## config.mk

```make
export PLATFORM = sky130hd
export DESIGN_NAME = alu_arbiter
export DESIGN_NICKNAME = d
export VERILOG_FILES = /design/src/rtl/alu_arbiter.sv
export SDC_FILE = /design/constraint.sdc
export NUM_CORES = 1
export LEC_CHECK = 0
export ABC_AREA = 1
export CAP_MARGIN = 40
export CORE_ASPECT_RATIO = 1.2
export CORE_MARGIN = 2
export CORE_UTILIZATION = 43
export CTS_CLUSTER_DIAMETER = 100
export DETAILED_ROUTE_END_ITERATION = 7
export MAX_ROUTING_LAYER = met4
export PLACE_DENSITY_LB_ADDON = 0.08
export SLEW_MARGIN = 30
export SYNTH_ARGS = -nofsm -noshare
export SYNTH_HDL_FRONTEND = slang
export SYNTH_SLANG_ARGS = --single-unit
```

## constraint.sdc

```tcl
create_clock -name clk -period 3.4 [get_ports clk]
set_clock_uncertainty 0.15 [all_clocks]
set_input_delay 0.34 -clock clk [delete_from_list [all_inputs] [get_ports clk]]
set_output_delay 0.34 -clock clk [all_outputs]
set_load 0.1 [all_outputs]
```

## src/rtl/alu_arbiter.sv

```systemverilog
// alu_arbiter: round-robin sharing of one external combinational ALU between two requesters.
// Optional build macro ALU_ARB_DIV0_TRAP_EN: divide (sel 4'b0011) by zero is answered with 'hFF
// instead of being issued to the ALU.
module alu_arbiter #(
    parameter int WIDTH = 8,
    parameter int SEL_W = 4
) (
    input  logic             clk,
    input  logic             rst_n,
    input  logic             req0_valid,
    output logic             req0_ready,
    input  logic [WIDTH-1:0] req0_a,
    input  logic [WIDTH-1:0] req0_b,
    input  logic [SEL_W-1:0] req0_sel,
    input  logic             req1_valid,
    output logic             req1_ready,
    input  logic [WIDTH-1:0] req1_a,
    input  logic [WIDTH-1:0] req1_b,
    input  logic [SEL_W-1:0] req1_sel,
    output logic [WIDTH-1:0] alu_a,
    output logic [WIDTH-1:0] alu_b,
    output logic [SEL_W-1:0] alu_sel,
    input  logic [WIDTH-1:0] alu_out,
    input  logic             alu_carry,
    output logic             rsp_valid,
    input  logic             rsp_ready,
    output logic [WIDTH-1:0] rsp_data,
    output logic             rsp_carry,
    output logic             rsp_id
);
    typedef enum logic [1:0] {IDLE, EXEC, RESP} state_t;
    state_t           state;
    logic             ptr;
    logic             id;
    logic             trap;
    logic             any;
    logic             grant;
    logic             div0;
    logic [WIDTH-1:0] sel_a;
    logic [WIDTH-1:0] sel_b;
    logic [SEL_W-1:0] sel_op;
    // the pointer only breaks ties; a lone requester always wins
    assign any        = req0_valid || req1_valid;
    assign grant      = (req0_valid && req1_valid) ? ptr : !req0_valid;
    assign req0_ready = rst_n && state == IDLE && req0_valid && !grant;
    assign req1_ready = rst_n && state == IDLE && req1_valid && grant;
    assign sel_a      = grant ? req1_a : req0_a;
    assign sel_b      = grant ? req1_b : req0_b;
    assign sel_op     = grant ? req1_sel : req0_sel;
`ifdef ALU_ARB_DIV0_TRAP_EN
    assign div0 = sel_op == SEL_W'(3) && sel_b == '0;
`else
    assign div0 = 1'b0;
`endif
    // accept one operation, give the ALU one cycle to settle, then hold the response until taken
    always_ff @(posedge clk or negedge rst_n) begin
        if (!rst_n) begin
            state     <= IDLE;
            ptr       <= 1'b0;
            id        <= 1'b0;
            trap      <= 1'b0;
            alu_a     <= '0;
            alu_b     <= '0;
            alu_sel   <= '0;
            rsp_valid <= 1'b0;
            rsp_data  <= '0;
            rsp_carry <= 1'b0;
            rsp_id    <= 1'b0;
        end else begin
            case (state)
                IDLE: if (any) begin
                    if (!div0) begin
                        alu_a   <= sel_a;
                        alu_b   <= sel_b;
                        alu_sel <= sel_op;
                    end
                    id    <= grant;
                    trap  <= div0;
                    state <= EXEC;
                end
                EXEC: begin
                    rsp_data  <= trap ? '1 : alu_out;
                    rsp_carry <= !trap && alu_carry;
                    rsp_id    <= id;
                    rsp_valid <= 1'b1;
                    state     <= RESP;
                end
                RESP: if (rsp_ready) begin
                    rsp_valid <= 1'b0;
                    ptr       <= ~rsp_id;
                    state     <= IDLE;
                end
                default: state <= IDLE;
            endcase
        end
    end
endmodule

```

# == After elaboration in Yosys (flattened, before gate mapping) ==
# Index checks and enable logic that the tools add are counted.
# classes
n_mux,9
n_eq_ne,4
reduce_logical,15
n_bitwise,1
# op_table
op,n
2-to-1 mux 8 bit,2
AND reduction 2 bit,4
logical AND 1 bit,6
one-hot mux 2 bit (3 select lines),1
2-to-1 mux 2 bit,2
2-to-1 mux 4 bit,1
"inequality test 2 bit, second input constant",2
"== test 2 x 1 -> 1 bit, second input constant",1
"== test 2 bit, second input constant",1
zero test 1 bit,2
zero test 2 bit,1
2-to-1 mux 1 bit,2
one-hot mux 1 bit (2 select lines),1
nonzero test 2 bit,1
logical OR 1 bit,1
inverter 1 bit,1
# word_totals
inputBits,54
out_inout_bits,33
elab_cells,39
regBits,35

# == Depth between registers and ports, before layout ==
# depth
word_depth,4
ltp_mapped,7
depth_no_buf,6

# == Least setup slack after synthesis ==
# Ideal clock, no wire load.
# synth_path
kind,input to output
from,input port req1_valid
to,output port req1_ready
n_path_buf,1
arrival_ns,2.012
path_stages,5
setup_slack_ns,0.898
t_required_ns,2.910
path_cell_list,nand2_1 -> nand2_1 -> buf_2 -> nand2_1 -> nor2_1
# synth_between
elab_chain_len,3
elab_cells_between_ends,4
# synth_lines
element,line,text
from (decl),15,"input logic req1_valid,"
logical AND 1 bit,44,assign grant = (req0_valid && req1_valid) ? ptr : !req0_valid;
2-to-1 mux 1 bit,44,
logical AND 1 bit *,46,assign req1_ready = rst_n && state == IDLE && req1_valid && grant;
to (decl),16,"output logic req1_ready,"
# Mark *: on every way between the ends. The rest lies on a longest branch, timed or not.

# == Worst setup path after layout ==
# Same ends and word-level chain as after synthesis.

==> out/results.tsv <==
stage	metric	value	unit
setup_path	worst path cell trace	clkdlybuf4s50_1, nand2_1, buf_4, nand2_1, buf_4, nand2_1, nor2_1, buf_12	
floorplan	core area	0.00394	mm²
synth	XOR/XNOR Fraction of Synth Area	0	%
layout	# diodes	0	
clock_network	Clock transition at path regs	0.08	ns
placement	dpl hpwl	4.12	mm
drt	vias	1945	
sta	unrepaired setup endpoints after global routing	no	
placement	IO buf count	86	
clock_network	CTS Sinks	35	
synth	Unique masters post-synth	12	
drt	drt total wl	5.37	mm
setup_path	Startpoint Class	input pin	
setup_path	Worst EP required	2.91	ns
sta	Worst-Margin Slew	0.541	ns
synth	Cells after Synth	242	
flow_run	max-cap violations	0	
floorplan	Starting Density	44.8	%
synth	#FFs+latches synth	35	
synth	Seq/Total Area, Yosys	49.6	%
setup_path	worst path bufs/invs	4	
worst_hold_path	Worst Hold Path EP	rsp_data[7]	
sta	setup TNS	0	ns
placement	DP Cell Count	404	
setup_path	critical path arrival	1.95	ns
floorplan	Die Area	0.00464	mm²
layout	area grow syn2layout	85.0	%
setup_path	CP top delay family	buffers and inverters	
placement	Placer Congestion	0.763	
setup_path	Worst setup EP type	primary output	
clock_network	maximum clock insertion buffer count	2	
setup_path	Max stage delay on crit path	0.52	ns
worst_hold_path	type of the tightest min-delay check	register to register	
synth	Net Count, Synth	296	
global_route	largest net degree at the start of global routing	36	
drt	# DRC	0	
sta	FMAX	0.410	GHz
floorplan	Die Width	62.5	µm
synth	top post-synthesis cells by area	dfrtp_1, nand2_1, nand3_1, inv_1, buf_6	
sta	Final Setup Violations	0	
drt	Via density	4.71	
clock_network	total CTS buffers	5	
setup_path	R2R cell count	6	
layout	Final Instance Count excl. Fillers	413	
synth	asr flop ratio synth	100	%
sta	fin crit share	71.7	%
synth	most common cell in the synthesized netlist	nand2_1	
synth	Main synth FF type	dfrtp_1	
synth	Post-Synth Adder-Cell Area	0	%
drt	Detailed Routing Iterations Pass 1	7	
setup_path	slowest CP cell	clkdlybuf4s50_1	
setup_path	r2r endpoint	alu_b[7]	
synth	Yosys warning total	0	
synth	Mapped Area	0.00177	mm²
synth	Post-synth EDFFs	0	
synth	largest family of logic cells by synthesized area	simple AND/OR/NAND/NOR gates	
global_route	Tot GR Track Use	25.6	%
global_route	GRT overflow	0	
synth	multiplexer area fraction after synthesis	0	%
setup_path	Critical Path Fanout Max	23	
synth	Yosys top cell area share	49.6	%
floorplan	Site Rows	25	
synth	synth cell count leaders	nand2_1, nand3_1, inv_1	
synth	Compound-Gate Fraction of Synth Area	0.567	%
clock_network	CTS Root Cell	clkbuf_8	
sta	Fin. Hold Viols	0	
sta	max-slew violations	0	
worst_hold_path	Hold Crit Depth	2	
setup_path	CP most frequent cell	nand2_1	
floorplan	I/O pin total	87	
floorplan	chip height	74.2	µm
worst_hold_path	hold wc startpoint	rsp_data[7]	
setup_path	Worst R2R Setup Slack	1.40	ns
clock_network	CTS tree	built	
setup_path	WS Path Type	input pin to primary output	
synth	Syn Area/Cell	7.30	µm²
clock_network	Skew-Pair Late Insertion Delay	0.29	ns
clock_network	postcts setup bufs	0	
sta	Slew Limit Headroom	63.9	%
clock_network	H-tree depth	2	
global_route	first-pass GRT wire length	8.91	mm
layout	nets@finish	412	
drt	Antenna Violating Nets Remaining	0	
sta	Final Critical Period	2.44	ns
setup_path	RR Startpoint	state[0]	
drt	wire per inst	13.0	µm
global_route	initial antenna violation count	0	
run_status	outcome	finished, final reports clean	
drt	Initial DRC Count	119	
synth	post-synthesis simple-gate area fraction	35.7	%
global_route	vias in the first global route	1947	
sta	WHS	0.329	ns
layout	share of cells above drive strength 1	13.9	%
synth	post-synth top area cell	dfrtp_1	
final cells by class:
cell class / instances / area [µm²]
timing repair buffer: 122 / 1430
clock buffer: 5 / 68.8
clock inverter: 3 / 20.0
fill: 254 / 676
sequential: 35 / 876
inverter: 43 / 161
multi-input combinational: 151 / 641
tap: 54 / 67.6
registers in the layout (all words and copies together) (netlist names):
name	count
rsp_id	1
rsp_carry	1
rsp_valid	1
id	1
alu_b	8
alu_a	8
ptr	1
alu_sel	4
rsp_data	8
state	2
worst max-delay path by stage:
| stage | start | endpoint | slack, ns | cells past startpoint |
|---|---|---|---|---|
| 3_5_place_dp | req1_valid | req1_ready | 0.97 | 8 |
| 4_1_cts | req1_valid | req1_ready | 0.97 | 8 |
| 3_3_place_gp | req1_valid | req1_ready | 0.98 | 8 |
| 6_report | req1_valid | req1_ready | 0.96 | 8 |
| 2_1_floorplan | req1_valid | req1_ready | 0.90 | 5 |
| 5_1_grt | req1_valid | req1_ready | 0.86 | 8 |
cells in the final DEF, fill, tap and decap left out, types with 2 or more instances in the layout:
cell type	count
buf_16	4
inv_1	40
nor2_1	7
buf_8	27
dfrtp_1	35
nand2_1	90
clkbuf_8	5
buf_12	2
clkdlybuf4s50_1	83
clkinvlp_4	2
inv_2	3
nand3_1	51
buf_4	4
cell families after synthesis:
group,count (synthesis)
simple gates,149
flops,35
buf+inv,56
compound gates,2
tightest hold or removal path, stage by stage (launching register included):
cell and delay, ns:
dfrtp_1 0.35, nand2_1 0.05, nand2_1 0.05
per-stage QoR:
step | instance area (µm²) | setup WS [ns] | utilization, %
after floorplan | 1770 | 0.898 | -
after global placement | 2650 | 0.982 | 67.3
after detailed placement | 3170 | 0.971 | 80.3
after CTS | 3270 | 0.969 | 82.9
after global routing | 3270 | 0.865 | 82.9
final | 3270 | 0.962 | 82.9
what timing repair did:
| item | CTS | global route |
|---|---|---|
| gates resized for setup | 0 | 0 |
| hold endpoints to repair | 8 | 0 |
| hold buffers | 1 | 0 |
| endpoints found under the setup margin | 0 | 0 |
routing by layer:
| metal | vias to the layer above | share of wire (%) | GRT usage (%) |
|---|---|---|---|
| li1 | 961 | - | - |
| met1 | 898 | 38 | 27.6 |
| met2 | 74 | 55 | 46.5 |
| met3 | 12 | 4.9 | 5.45 |
| met4 | 0 | 2.7 | 10.4 |
| met5 | - | 0 | - |
Power is left out: the tool's default activity adds up to more than one toggle a clock period on the data nets, which glitch-free logic cannot reach.
